### config.mk
export PLATFORM = sky130hd
export DESIGN_NAME = regfile_scan_port
export DESIGN_NICKNAME = d
export VERILOG_FILES = /design/src/rtl/regfile_scan_port.sv
export SDC_FILE = /design/constraint.sdc
export NUM_CORES = 1
export LEC_CHECK = 0
export BUFFER_PORTS_ARGS = -buffer_cell sky130_fd_sc_hd__buf_4
export CORE_ASPECT_RATIO = 0.6
export CORE_MARGIN = 2
export CORE_UTILIZATION = 34
export DETAILED_ROUTE_END_ITERATION = 8
export PLACE_DENSITY = 0.62
export SKIP_CTS_REPAIR_TIMING = 1
export SYNTH_ARGS = -nofsm -noshare
export SYNTH_HDL_FRONTEND = slang
export SYNTH_SLANG_ARGS = --single-unit
### constraint.sdc
create_clock -name clk -period 1.8 [get_ports clk]
set_input_delay 0.36 -clock clk [delete_from_list [all_inputs] [get_ports clk]]
set_output_delay 0.36 -clock clk [all_outputs]
set_load 0.01 [all_outputs]
### src/rtl/regfile_scan_port.sv
// rtl/regfile_scan_port.sv - register-file scan port: streams a wrapping address range out (dump) or in (load)
module regfile_scan_port #(
    parameter int DATA_W = 16,
    parameter int ADDR_W = 4
) (
    input  logic              clk,
    input  logic              reset,
    input  logic              start,
    input  logic              mode,
    input  logic [ADDR_W-1:0] first_addr,
    input  logic [ADDR_W-1:0] last_addr,
    output logic              busy,
    output logic              done,
    output logic [ADDR_W-1:0] rf_read_addr,
    input  logic [DATA_W-1:0] rf_read_data,
    output logic [ADDR_W-1:0] rf_write_addr,
    output logic [DATA_W-1:0] rf_write_data,
    output logic              rf_write_enable,
    output logic              out_valid,
    input  logic              out_ready,
    output logic [DATA_W-1:0] out_data,
    output logic [ADDR_W-1:0] out_addr,
    input  logic              in_valid,
    output logic              in_ready,
    input  logic [DATA_W-1:0] in_data
);

    typedef enum logic [1:0] {IDLE, DUMP, LOAD, DONE} state_t;

    localparam logic [ADDR_W-1:0] PTR_ONE = 1;
    localparam logic [ADDR_W:0]   CNT_ONE = 1;

    state_t            state;
    logic [ADDR_W-1:0] ptr;
    logic [ADDR_W:0]   count;
    logic [ADDR_W-1:0] range_span;
    logic              out_fire;
    logic              in_fire;
    logic              hold_load;

    assign range_span   = last_addr - first_addr;
    assign rf_read_addr = ptr;
    assign out_fire     = out_valid & out_ready;
    assign in_fire      = in_valid & in_ready;
    // In DUMP, count is words still to fetch; the holding register refills when empty or draining.
    assign hold_load    = (state == DUMP) && (!out_valid || out_ready) && (count != '0);

    always_ff @(posedge clk) begin
        if (reset) begin
            state           <= IDLE;
            ptr             <= '0;
            count           <= '0;
            busy            <= 1'b0;
            done            <= 1'b0;
            out_valid       <= 1'b0;
            out_data        <= '0;
            out_addr        <= '0;
            in_ready        <= 1'b0;
            rf_write_enable <= 1'b0;
            rf_write_addr   <= '0;
            rf_write_data   <= '0;
        end else begin
            rf_write_enable <= 1'b0;
            done            <= 1'b0;
            case (state)
                IDLE: begin
                    if (start) begin
                        ptr   <= first_addr;
                        count <= {1'b0, range_span} + CNT_ONE;
                        busy  <= 1'b1;
                        if (mode) begin
                            state    <= LOAD;
                            in_ready <= 1'b1;
                        end else begin
                            state <= DUMP;
                        end
                    end
                end
                DUMP: begin
                    if (hold_load) begin
                        out_valid <= 1'b1;
                        out_data  <= rf_read_data;
                        out_addr  <= ptr;
                        ptr       <= ptr + PTR_ONE;
                        count     <= count - CNT_ONE;
                    end else if (out_fire) begin
                        out_valid <= 1'b0;
                    end
                    if (out_fire && count == '0) begin
                        state <= DONE;
                        done  <= 1'b1;
                    end
                end
                LOAD: begin
                    if (in_fire) begin
                        rf_write_enable <= 1'b1;
                        rf_write_addr   <= ptr;
                        rf_write_data   <= in_data;
                        ptr             <= ptr + PTR_ONE;
                        count           <= count - CNT_ONE;
                        if (count == CNT_ONE) begin
                            in_ready <= 1'b0;
                            state    <= DONE;
                            done     <= 1'b1;
                        end
                    end
                end
                DONE: begin
                    state <= IDLE;
                    busy  <= 1'b0;
                end
                default: state <= IDLE;
            endcase
        end
    end

endmodule

Word-level counts from Yosys, hierarchy flattened
Index checks and enable logic that the tools add are counted.

Register bits after elaboration: 56. Word-level logic and storage cells: 77. Input port bits: 46. Output and inout bits: 49.

Add/subtract/negate cells: 4. Multiplexer cells: 28. Eq/ne operators: 10. Reduce and logical (&&, ||, !) cells: 20. Bitwise operators: 3.

Operators by type and width (number): $mux W5 (3); $pmux W5 S3 (1); $mux W4 (3); $pmux W4 S3 (1); $mux W1 (11); $mux W2 (5); $ne A2 B2 Y1 const B (5); $pmux W2 S4 (1); $reduce_and A2 Y1 (4); $reduce_and A4 Y1 (2); $pmux W1 S2 (3); $reduce_bool A2 Y1 (3); $add A4 B1 Y5 const B (1); $eq A5 B1 Y1 const B (1); $logic_not A5 Y1 (1); $reduce_and A5 Y1 (1); $reduce_bool A5 Y1 (1); $sub A5 B1 Y5 const B (1); $add A4 B1 Y4 const B (1); $eq A2 B2 Y1 const B (2); $sub A4 B4 Y4 (1); $logic_and A1 B1 Y1 (3); $reduce_bool A3 Y1 (1); $and A1 B1 Y1 (2); 7 further kinds (7).

Depth between registers and ports, before layout
Depth after elaboration: 6. Gate-level depth with buffers: 9. Depth with buffers taken out: 9.

Least setup slack after synthesis
OpenSTA, ideal clock, no wires.

Path type: input to register. Start point: input last_addr[0]. End point: register count[3]. Arrival: 1.672 ns. Stages: 9. Data required time: 1.668 ns. Path buffers: 0. Setup slack: -0.003 ns. Cells stage by stage: inv_1 ha_1 inv_1 fa_1 xnor2_1 nor3b_1 xnor3_1 nand3b_1 a31oi_1.

Longest elaborated chain between the ends: 4.

RTL lines: from (decl) (RTL line 11) `input logic [ADDR_W-1:0] last_addr,`; $sub A4 B4 Y4 (RTL line 41) `assign range_span = last_addr - first_addr;`; $add A4 B1 Y5 (RTL line 69) `count <= {1'b0, range_span} + CNT_ONE;`; $mux W5 (RTL line 67) `if (start) begin`; $pmux W5 S3 (RTL line 65) `case (state)`; to (signal assigned) (RTL line 69); to (signal assigned) (RTL line 85) `count <= count - CNT_ONE;`; to (signal assigned) (RTL line 100) `count <= count - CNT_ONE;`; to (decl) (RTL line 35) `logic [ADDR_W:0] count;`.

Every way passes these cells. The select of a mux whose other input is x is not followed. A chain may end at the register's enable or synchronous reset.

Worst setup path after layout
Start point: register state[0]. End point: register state[0].

Longest elaborated chain between the ends: 3.

RTL lines: from (decl) (RTL line 33) `state_t state;`; from (signal assigned) (RTL line 50) `state <= IDLE;`; from (signal assigned) (RTL line 72) `state <= LOAD;`; from (signal assigned) (RTL line 75) `state <= DUMP;`; $eq A2 B1 Y1 (tied with other cells) (RTL line 65); $ne A2 B1 Y1 (no source line) / $ne A2 B2 Y1 (equally long branches); $reduce_and A4 Y1 (no source line).

Several ways; a longest one is shown, not always the timed one.

==> run_results.csv <==
group,metric,value,unit
clock_tree,worstSkewPairLatency,290,ps
flow_run,maxCapViolCount,0,
power,ir_worst_vdd,0.626,mV
logic_synthesis,synth_area,2530,um2
floorplanning,die-area,8180,um2
floorplanning,pin_count,95,
worst_setup_path,r2r_cells,7,
layout,num_antenna_cells,0,
worst_setup_path,critPathRequiredTime,2020,ps
worst_setup_path,path_class,"flop to flop",
worst_setup_path,critPathLaunchType,"flop",
placement,dpl.hpwl,4.74,mm
layout,synthToLayoutAreaGrowth,48.4,%
worst_setup_path,critPathMostFrequentCell,"buf_4",
worst_setup_path,cp_data_arrival_time,1920,ps
worst_setup_path,startpoint,"state[0]",
worst_setup_path,crit_path_cell_trace,"inv_1 -> buf_4 -> ha_2 -> buf_4 -> a221o_1 -> a211o_1 -> a21oi_2",
worst_setup_path,crit_path_end_kind,"flop",
worst_setup_path,crit_slowest_cell,"a221o_1",
timing,maxSlewHeadroom,78.5,%
global_route,gr-usage-all-layers,15.5,%
worst_setup_path,crit_end,"state[0]",
placement,place_congestion,0.823,
global_route,grt_max_degree,35,
detailed_routing,drc,0,
timing,final-hold-violation-count,0,
timing,slew_viol_final,0,
worst_setup_path,rrSetupSlack,100,ps
timing,fin_crit_sh,94.7,%
timing,fmax,0.587,GHz
power,leakagePower,1.77,nW
logic_synthesis,yosys_register_bits,56,
outcome,status,"complete, no violations",
floorplanning,core,7240,um2
clock_tree,cts.clk_slew.worst_paths,70,ps
power,p_per_area,1390,nW/um2
worst_setup_path,cpPeakStageDelay,400,ps
timing,skew,6.11,ps
floorplanning,fp.dieW,115,um
worst_setup_path,r2r-end,"state[0]",
timing,setup_viol,0,
clock_tree,cts_sinks,56,
logic_synthesis,synth_nets,352,
detailed_routing,dr.pass1.iters,4,
layout,drive_gt1_share,36.0,%
timing,min_period,1700,ps
detailed_routing,viasPerCell,4.61,
logic_synthesis,ys_seq_area_share,44.3,%
detailed_routing,drtIter0Drc,115,
floorplanning,rows,24,
worst_setup_path,rr_startpoint,"state[0]",
floorplanning,die_h,70.9,um
clock_tree,clockBufferDepth,2,
detailed_routing,wl_per_cell,12.8,um
logic_synthesis,synthCells,292,
global_route,globalRoute.totalOverflow,0,
detailed_routing,vias,2337,
logic_synthesis,ys_warn_count,0,
timing,tns,0,ps
global_route,grt_pass1_wl,10.2,mm
global_route,antenna_found_initial,0,
floorplanning,start_util,35.0,%
layout,fin_util,51.9,%
timing,postLayoutSetupSlackWorst,95.6,ps
logic_synthesis,synth_area_per_cell,8.67,um2
clock_tree,numCtsBuffers,5,
min_path,hold_path.class,"primary input to flop",
placement,numPortBuffers,94,
placement,dp_slack,-157,ps
detailed_routing,wl,6.50,mm
worst_setup_path,cp_max_fo,4,
detailed_routing,ant_nets,0,
clock_tree,cts_tree,"yes",
timing,tightestPinTransition,319,ps
clock_tree,htree_levels,2,
layout,final_nets,462,
global_route,grt_pass1_vias,2113,
logic_synthesis,synth_cell_type_count,42,
clock_tree,clockRootBuffer,"clkbuf_16",
[how the worst min path moves through the flow]
stage                startpoint                to  slack (ps)  cells past startpoint
6_report        rf_read_data[4]       out_data[4]         300                      3
5_1_grt        rf_read_data[15]      out_data[15]         300                      3
4_1_cts         rf_read_data[6]       out_data[6]         300                      3
3_5_place_dp   rf_write_data[7]  rf_write_data[7]         450                      2
3_3_place_gp   rf_write_data[4]  rf_write_data[4]         440                      2
2_1_floorplan          state[0]          state[0]         470                      2
[area by class of cell]
| cell class | count | area [um2] |
|---|---|---|
| fillers | 691 | 3480 |
| multi-input cells | 206 | 1360 |
| flip-flops and latches | 56 | 1120 |
| repair buffers | 120 | 951 |
| well taps | 104 | 130 |
| clock buffers | 5 | 125 |
| inverters | 13 | 48.8 |
| clock inverters | 3 | 21.3 |
[state kept, by name, summed over array words and instances (netlist names)]
register / count
out_addr: 4
rf_write_data: 16
out_valid: 1
rf_write_addr: 4
count: 5
in_ready: 1
rf_read_addr: 4
state: 2
out_data: 16
done: 1
rf_write_enable: 1
busy: 1
[Yosys cell counts]
library cell	number	share of area [%]
a211o_1	1	0.35
a211oi_1	5	1.5
a21boi_0	2	0.59
a21o_1	1	0.30
a21oi_1	27	5.3
a21oi_2	1	0.35
a221o_1	1	0.40
a2bb2oi_1	1	0.35
a31oi_1	3	0.74
a32oi_1	1	0.35
and2_1	2	0.49
and3_1	2	0.49
buf_1	1	0.15
buf_2	1	0.20
buf_4	2	0.59
clkbuf_1	13	1.9
dfxtp_1	56	44
fa_1	1	0.79
ha_1	13	6.4
inv_1	13	1.9
mux2_2	1	0.44
mux2i_1	22	8.7
nand2_1	49	7.3
nand3_1	4	0.79
nand3b_1	1	0.30
nand4_1	2	0.49
nand4b_1	1	0.35
nor2_1	29	4.3
nor2b_1	8	2.0
nor3_1	1	0.20
nor3_2	1	0.40
nor3b_1	2	0.59
nor4b_1	1	0.35
o211ai_1	2	0.59
o21ai_0	10	2.0
o22ai_1	2	0.49
o31ai_1	1	0.30
or2_2	1	0.25
or3_1	2	0.49
xnor2_1	3	1.0
xnor3_1	1	0.89
xor2_1	1	0.35
[worst max-delay path, delay by kind of cell, from the launching register on]
family                     cells  cell delay [ps]
AOI/OAI and AO/OA              3              780
adders and majority gates      1              180
buffers and inverters          3              340
DFF                            1              330
[metal layers]
layer | wire length, um | global-route usage, % | up-vias
li1 | - | - | 1205
met1 | 3430 | 23.0 | 1055
met2 | 2590 | 23.1 | 77
met3 | 484 | 4.63 | 0
met4 | 0 | 1.20 | 0
met5 | 0 | 0 | -
[placed cells by master (no fill, tap or decap), types with 2 or more instances in the layout]
master / netlist / routed
xnor2_1: 3 / 2
clkbuf_16: 0 / 5
buf_4: 2 / 116
o211ai_1: 2 / 2
nor2_1: 29 / 29
nand3_1: 4 / 4
nand4_1: 2 / 2
ha_1: 13 / 11
and3_1: 2 / 2
buf_12: 0 / 4
nor2b_1: 8 / 8
a21oi_1: 27 / 27
nand2_1: 49 / 48
o21ai_0: 10 / 9
a31oi_1: 3 / 2
dfxtp_1: 56 / 55
mux2i_1: 22 / 21
a21boi_0: 2 / 2
a211oi_1: 5 / 4
o22ai_1: 2 / 2
inv_1: 13 / 13
[kinds of logic after synthesis]
family,synth area share [%]
AND/OR/NAND/NOR,18.7
AO/OA/AOI/OAI,13.6
multiplexers,9.14
flip-flops,44.3
XOR/XNOR,2.27
adder cells (fa/ha/maj),7.21
buffers and inverters,4.79
[power by group]
group / switching, mW / internal [mW] / leakage, nW
logic: 1.21 / 1.41 / 1.25
clock network: 0.453 / 0.519 / 0.0702
registers: 0.192 / 1.45 / 0.455
[per-stage QoR]
stage / hold slack, ps / total power, mW / cell area (um2) / instances
after CTS: 299 / 5.17 / 3710 / 507
after detailed placement: 449 / 4.17 / 3560 / 499
after global placement: 443 / 4.14 / 3560 / 499
final: 301 / 5.24 / 3760 / 507
after floorplan: 474 / 3.05 / 2550 / 292
after global routing: 300 / 5.61 / 3760 / 507
(Power assumes the default switching activity.)
